`src/rtl/hpm_window_scheduler.sv`:
```
// Windows two free-running HPM counters, hands per-window deltas to the attack detector, logs its verdicts.
// Latency: det_end_i to alert_valid_o/irq_o is 1 cycle; a detector that never ends is abandoned after TIMEOUT WAIT cycles.
module hpm_window_scheduler #(
    parameter int WIN_W      = 16,
    parameter int CNT_W      = 16,
    parameter int IRQ_THRESH = 3,
    parameter int TIMEOUT    = 16
) (
    input  logic             clk_h,
    input  logic             rst_h,
    input  logic             en_i,
    input  logic             clr_i,
    input  logic [WIN_W-1:0] window_len_i,
    input  logic [1:0][31:0] hpm_i,
    output logic [1:0][31:0] det_hpm_o,
    output logic             det_enable_o,
    input  logic             det_end_i,
    input  logic [1:0]       det_alert_i,
    output logic [1:0]       alert_o,
    output logic             alert_valid_o,
    output logic             irq_o,
    output logic [CNT_W-1:0] attack_cnt_o,
    output logic             timeout_err_o,
    output logic             busy_o
);

    localparam int CW = $clog2(IRQ_THRESH + 1);
    localparam int TW = (TIMEOUT > 1) ? $clog2(TIMEOUT) : 1;

    typedef enum logic [2:0] {
        S_IDLE,
        S_COUNT,
        S_SNAP,
        S_REQ,
        S_WAIT,
        S_LOG
    } state_t;

    state_t           state;
    state_t           state_nxt;
    logic [WIN_W-1:0] win_len_eff;
    logic [WIN_W-1:0] win_cnt;
    logic [TW-1:0]    wait_cnt;
    logic [CW-1:0]    consec;
    logic [1:0][31:0] baseline;
    logic             log_now;
    logic             timeout_now;
    logic             is_attack;

    assign win_len_eff = (window_len_i < WIN_W'(2)) ? WIN_W'(2) : window_len_i;
    assign log_now     = (state == S_WAIT) && det_end_i;
    assign timeout_now = (state == S_WAIT) && !det_end_i && (wait_cnt == TW'(TIMEOUT - 1));
    assign is_attack   = (det_alert_i != 2'b00);

    always_ff @(posedge clk_h) begin
        if (rst_h) begin
            state <= S_IDLE;
        end else begin
            state <= state_nxt;
        end
    end

    always_comb begin
        state_nxt = state;
        case (state)
            S_IDLE:  if (en_i) state_nxt = S_COUNT;
            // COUNT always lasts at least one cycle; the counter sits at 2 one cycle before SNAP is due
            S_COUNT: begin
                if (!en_i) begin
                    state_nxt = S_IDLE;
                end else if (win_cnt <= WIN_W'(2)) begin
                    state_nxt = S_SNAP;
                end
            end
            S_SNAP:  state_nxt = S_REQ;
            S_REQ:   state_nxt = S_WAIT;
            S_WAIT: begin
                if (det_end_i) begin
                    state_nxt = S_LOG;
                end else if (timeout_now) begin
                    state_nxt = S_IDLE;
                end
            end
            S_LOG:   state_nxt = en_i ? S_COUNT : S_IDLE;
            default: state_nxt = S_IDLE;
        endcase
    end

    always_comb begin
        det_enable_o  = 1'b0;
        alert_valid_o = 1'b0;
        busy_o        = 1'b1;
        case (state)
            S_IDLE:  busy_o        = 1'b0;
            S_REQ:   det_enable_o  = 1'b1;
            S_LOG:   alert_valid_o = 1'b1;
            default: ;
        endcase
    end

    always_ff @(posedge clk_h) begin
        if (rst_h) begin
            win_cnt <= '0;
        end else if (state == S_IDLE) begin
            if (en_i) begin
                win_cnt <= win_len_eff;
            end
        end else if (state == S_SNAP) begin
            win_cnt <= win_len_eff;
        end else if (win_cnt != '0) begin
            win_cnt <= win_cnt - 1'b1;
        end
    end

    always_ff @(posedge clk_h) begin
        if (rst_h) begin
            wait_cnt <= '0;
        end else if (state == S_REQ) begin
            wait_cnt <= '0;
        end else if (state == S_WAIT) begin
            wait_cnt <= wait_cnt + 1'b1;
        end
    end

    // Deltas are taken modulo 2^32 so a counter wrap inside the window still yields the event count
    always_ff @(posedge clk_h) begin
        if (rst_h) begin
            baseline  <= '0;
            det_hpm_o <= '0;
        end else if ((state == S_IDLE) && en_i) begin
            baseline <= hpm_i;
        end else if (state == S_SNAP) begin
            for (int k = 0; k < 2; k++) begin
                det_hpm_o[k] <= hpm_i[k] - baseline[k];
            end
            baseline <= hpm_i;
        end
    end

    // Logging is registered on the det_end_i cycle so alert, counts and irq all appear during LOG
    always_ff @(posedge clk_h) begin
        if (rst_h) begin
            alert_o       <= 2'b00;
            irq_o         <= 1'b0;
            attack_cnt_o  <= '0;
            timeout_err_o <= 1'b0;
            consec        <= '0;
        end else begin
            if (log_now) begin
                alert_o <= det_alert_i;
            end
            if (clr_i) begin
                irq_o         <= 1'b0;
                attack_cnt_o  <= '0;
                timeout_err_o <= 1'b0;
                consec        <= '0;
            end else begin
                if (timeout_now) begin
                    timeout_err_o <= 1'b1;
                end
                if (log_now) begin
                    if (is_attack) begin
                        if (attack_cnt_o != '1) begin
                            attack_cnt_o <= attack_cnt_o + 1'b1;
                        end
                        if (int'(consec) < IRQ_THRESH) begin
                            consec <= consec + 1'b1;
                        end
                        if (int'(consec) + 1 >= IRQ_THRESH) begin
                            irq_o <= 1'b1;
                        end
                    end else begin
                        consec <= '0;
                    end
                end
            end
        end
    end

endmodule

```
`config.mk`:
```
export PLATFORM = sky130hd
export DESIGN_NAME = hpm_window_scheduler
export DESIGN_NICKNAME = d
export VERILOG_FILES = /design/src/rtl/hpm_window_scheduler.sv
export SDC_FILE = /design/constraint.sdc
export NUM_CORES = 1
export LEC_CHECK = 0
export ABC_AREA = 1
export BUFFER_PORTS_ARGS = -buffer_cell sky130_fd_sc_hd__buf_2
export CAP_MARGIN = 10
export CORE_MARGIN = 2
export CORE_UTILIZATION = 59
export CTS_BUF_LIST = sky130_fd_sc_hd__clkbuf_16
export DETAILED_ROUTE_END_ITERATION = 12
export HOLD_SLACK_MARGIN = 0.03
export PLACE_DENSITY = 0.82
export REMOVE_ABC_BUFFERS = 1
export SETUP_SLACK_MARGIN = 0.2
export SLEW_MARGIN = 10
export SYNTH_ARGS = -nofsm -noshare
export SYNTH_HDL_FRONTEND = slang
export SYNTH_SLANG_ARGS = --single-unit
```
`constraint.sdc`:
```
create_clock -name clk_h -period 2.5 [get_ports clk_h]
set_input_delay 0.375 -clock clk_h [delete_from_list [all_inputs] [get_ports clk_h]]
set_output_delay 0.375 -clock clk_h [all_outputs]
set_load 0.005 [all_outputs]
```
# --- Word level (Yosys, flattened, before mapping) ---
# Cells that the tools add are included.
word_totals:
  latch_bits: 0
  ramBits: 0
  register_bits: 173
  mem_count: 0
  out_inout_bits: 87
  mem_bits_ro: 0
  word_cells: 72
op_classes:
  eq_ne: 11
  reduce_logical: 18
  shift: 0
  n_div: 0
  add_sub_neg: 7
  n_mux: 19
  n_lt_le_gt_ge: 4
  multipliers: 0
  bitwise: 1
op_table:
  columns: ["op", "n"]
  rows:
  - ["64-bit 2-to-1 mux", 2]
  - ["16-bit 2-to-1 mux", 5]
  - ["32-bit subtractor", 2]
  - ["3-bit one-hot mux with 6 select lines", 1]
  - ["16-bit by 1-bit adder with 16-bit output (second input constant)", 1]
  - ["16-bit by 2-bit less-or-equal comparator with 1-bit output (second input constant)", 1]
  - ["16-bit by 2-bit less-than comparator with 1-bit output (second input constant)", 1]
  - ["16-bit != test (second input constant)", 1]
  - ["16-bit nonzero test", 1]
  - ["16-bit by 1-bit subtractor with 16-bit output (second input constant)", 1]
  - ["3-bit 2-to-1 mux", 5]
  - ["3-bit AND reduction", 3]
  - ["3-bit by 2-bit equality test with 1-bit output (second input constant)", 2]
  - ["3-bit equality test (second input constant)", 2]
  - ["3-bit != test (second input constant)", 2]
  - ["2-bit AND reduction", 3]
  - ["4-bit by 1-bit adder with 4-bit output (second input constant)", 1]
  - ["4-bit equality test (second input constant)", 1]
  - ["1-bit logical AND", 4]
  - ["1-bit 2-to-1 mux", 4]
  - ["2-bit 2-to-1 mux", 2]
  - ["2-bit nonzero test", 2]
  - ["2-bit OR reduction", 2]
  - ["2-bit by 1-bit adder with 3-bit output (second input constant)", 1]
  - ["other kinds (10)", 10]

# --- Depth between registers and ports, before layout ---
depth:
  word_depth: 6
  depth_mapped: 16
  mapped_depth_nobuf: 16

# --- Worst setup path after synthesis ---
# No wires, ideal clock.
synth_timing:
  path_type: "input -> register"
  startpoint: "input hpm_i[0] in the netlist's numbering"
  endpoint: "register det_hpm_o[28] in the netlist's numbering"
  setup_ns: 0.117
  setup_slack_ns: 0.632
  path_stages: 13
  path_buffers: 0
  arrival_ns: 1.751
  path_cell_list: "inv_1 ha_1 fa_1 inv_1 nand3_1 nand3_1 nand2_1 nand3_1 nand2_1 nand3_1 nand2_1 nor2_1 nor2_1"
synth_between:
  elab_chain_len: 1
synth_lines:
  columns: ["element", "line_no", "text"]
  rows:
  - ["start: declaration", "14", "input logic [1:0][31:0] hpm_i,"]
  - ["32-bit subtractor", "134", "det_hpm_o[k] <= hpm_i[k] - baseline[k];"]
  - ["end signal: indexed assignment", "134", null]
  - ["end: declaration", "15", "output logic [1:0][31:0] det_hpm_o,"]
# No other way between the ends.
# A chain may end at the register's enable or synchronous reset.

# --- Worst setup path after layout ---
layout_timing:
  startpoint: "register baseline[15] in the netlist's numbering"
  endpoint: "register det_hpm_o[25] in the netlist's numbering"
layout_between:
  elab_chain_len: 1
layout_lines:
  columns: ["element", "line_no", "text"]
  rows:
  - ["start: declaration", "45", "logic [1:0][31:0] baseline;"]
  - ["start signal: assignment", "131", "baseline <= hpm_i;"]
  - ["start signal: assignment", "136", "baseline <= hpm_i;"]
  - ["32-bit subtractor", "134", null]
# No other way between the ends.

==> summary.md <==
| Metric | Value |
|---|---|
| Cell Pwr Density | `624 mW/mm^2` |
| Grt total ovfl | `0` |
| Layout fillers | `1870` |
| Layout cell share with drive strength beyond 1 | `10.8%` |
| VDD IR-drop max | `~0.43 mV` |
| Buffers on Ports | `173` |
| Routing usage on met1 | `39.3%` |
| Most used DFF post-synth | `dfxtp_1` |
| Slew Limit Fails | `0` |
| Most area-consuming cells after synthesis | `dfxtp_1 29%, nand2_1 18%, inv_1 13%` |
| Hpwl dp | `25400 microns` |
| Vias | `12606` |
| Final Hold Viols | `0` |
| Drt first pass iters | `5` |
| WP data arrival | `roughly 2.4 ns` |
| # DRC | `0` |
| Global Route met2 Usage | `52.3%` |
| Setup WS post-layout | `between 0.4 and 0.5 ns` |
| PnR Total Power | `8640 uW` |
| Grt peak-use layer | `met2` |
| Hold_buf cts | `0` |
| Met3 Use GR | `between 4 and 5%` |
| Post-synth top area share | `28.5%` |
| Yosys warns | `0` |
| Starting Density | `roughly three fifths` |
| Leakage power | `~0.0078 uW` |
| ANT cells | `0` |
| Nets | `2356` |
| Largest net degree at the start of global routing | `85` |
| Reg-to-reg slack, setup | `0.44 ns` |
| H-tree depth | `4` |
| Core Area | `0.0202 sq mm` |
| Worst EP required | `2.83 ns` |
| Number of flops mapped to enable cells by yosys | `0` |
| FFs w/ async S/R, synth | `0%` |
| Min Clock Period, post-route | `2.06 ns` |
| Tcrit/Tclk final | `82.5%` |
| Post-DR wirelength/cell | `13.4 microns` |
| Synth unique cells | `43` |
| Final WL | `33200 microns` |
| Critical Path Start Type | `flop` |
| Crit path capture type | `flop` |
| Hold WS | `0.230 ns` |
| Area growth from synthesis to layout | `14.2%` |
| Sequential area share after synthesis | `28.5%` |
| Worst skew pair latency | `~0.44 ns` |
| RSZ-0062 raised after global routing | `no` |
| Vias in the first global route | `11574` |
| Fin Clk Skew | `0.0136 ns` |
| DIE AREA | `0.0217 sq mm` |
| Register bit total from synthesis | `around 170` |
| Pre-CTS setup slack | `~0.3 ns` |
| End-of-flow core utilization | `approximately two thirds` |
| First-pass GRT wire length | `54200 microns` |
| Via/cell ratio | `approximately 5.1` |
| IO Pins | `174` |
| Num CTS Buffers | `17` |
| Worst-Margin Slew | `1.17 ns` |
| Synth Area per Inst | `5.93 sq um` |
| Row count | `52` |
| CTS Root Cell | `clkbuf_16` |
| Die Width | `between 100 and 150 microns` |
| F_max | `about 480 MHz` |
| CTS tree | `built` |
| Clock slew at reported path FFs | `0.08 ns` |
| Post-synth top area cell | `dfxtp_1` |
| Die Ht | `147 microns` |
| Critical path fanouts, max | `4` |
| Final RePlAce weighted congestion | `0.958` |
| Max clock buf depth | `2` |
| Initial drt markers | `a little over 800` |
| Clock sink count | `173` |
| Max-cap viol count | `0` |
| Slew HR | `21.9%` |
| Hold Path Class | `input pin to flop` |
| Mapped Cells | `2047` |
| Syn Std Cell Area | `~0.012 sq mm` |
| Final setup viols | `0` |
| Initial antenna violation count | `0` |
| WS Path Type | `flop to flop` |
| Routed Antenna Nets | `0` |
| Outcome | `finished clean` |
| Global Route Usage Sum | `between 30% and 40%` |
[power by group]
group	switching (uW)	internal (uW)	leakage (uW)
combinational	1820	953	0.00605
sequential	104	2970	0.00142
clock	1290	1510	0.000289
total	3210	5430	0.00775
[state kept, by name, summed over array words and instances (netlist names)]
name	count
baseline	64
alert_o	2
wait_cnt	4
timeout_err_o	1
attack_cnt_o	16
win_cnt	16
state	3
det_hpm_o	64
irq_o	1
consec	2
[timing repair]
action / CTS / global route
endpoints found under the setup margin: 0 / 1
resized for setup: 0 / 1
buffers inserted: 0 / 0
[routing by layer]
layer / part of all wire [%] / vias to the layer above
li1: - / 6590
met1: 46 / 5583
met2: 46 / 387
met3: 6.3 / 46
met4: 1.7 / 0
met5: 0 / -
[layout by cell type (no fill, tap or decap), drive strengths merged]
cell type  Yosys  layout
clkbuf        29      17
dfxtp        173     173
a31oi          8       8
and3           1       1
o21a           1       1
a21oi        135     135
inv          426     435
o21bai         3       3
o221ai         1       1
xnor2          3       3
clkinvlp       0       2
nand2        570     570
ha            69      69
o211ai         6       6
or2            1       1
bufinv         0       2
xor2          38      38
clkinv         1       2
nor3          27      27
and2          10      10
o32ai          2       2
a211oi         1       1
o31ai          1       1
a21o           3       3
nand4         16      16
fa             2       2
buf           23     184
nand3b         5       5
nand3        106     106
o22ai          2       2
nor2         250     250
o21ai        134     134
[per-stage QoR]
stage	setup TNS, ns	instance area [sq um]	cells
after floorplan	-286.67	11900	1995
after global placement	0	13300	2449
after detailed placement	0	13300	2449
after CTS	0	13900	2480
after global routing	0	13900	2480
final	0	13900	2480
[area by class of cell]
class,instances,area (sq um),area share (%)
sequential,173,3460,25.0
inverter,427,1600,11.6
tap,270,338,2.44
timing repair buffer,184,998,7.20
clock inverter,14,173,1.25
clock buffer,17,425,3.07
multi-input combinational,1395,6860,49.5
[synth_stat cells (all sizes together) (2+ instances only)]
master	count
nand2	570
a21oi	135
o22ai	2
xnor2	3
dfxtp	173
xor2	38
clkbuf	29
a21o	3
a31oi	8
nor2	250
o21bai	3
nor3	27
ha	69
fa	2
o32ai	2
inv	426
o21ai	134
nand4	16
and2	10
nand3b	5
buf	23
nand3	106
o211ai	6
[kinds of logic after synthesis]
group	count (synthesis)	synth area share (%)
buffers and inverters	479	15.1
flip-flops	173	28.5
XOR/XNOR	41	2.96
AND/OR/NAND/NOR	986	33.1
adder cells (fa/ha/maj)	71	7.44
AO/OA/AOI/OAI	297	12.9
[critical path, stage by stage, from the launching register on]
cell and delay [ns]:
dfxtp_1 0.31, inv_1 0.05, ha_1 0.38, nand2_1 0.15, nor2_1 0.16, inv_1 0.06
nor2_1 0.23, and2_1 0.17, nand2_1 0.08, nand3_1 0.11, nand3_1 0.13, nand2_1 0.09
inv_1 0.04
[worst paths after layout]
check        cells after the start                 startpoint                    endpoint
min reg2reg                      2         irq_o$_SDFFE_PP0P_          irq_o$_SDFFE_PP0P_
max reg2reg                     12  baseline[15]$_SDFFE_PP0P_  det_hpm_o[25]$_SDFFE_PP0P_
max                             12  baseline[15]$_SDFFE_PP0P_  det_hpm_o[25]$_SDFFE_PP0P_
min                              3             det_alert_i[0]     alert_o[0]$_SDFFE_PP0P_
(Power assumes the default switching activity.)
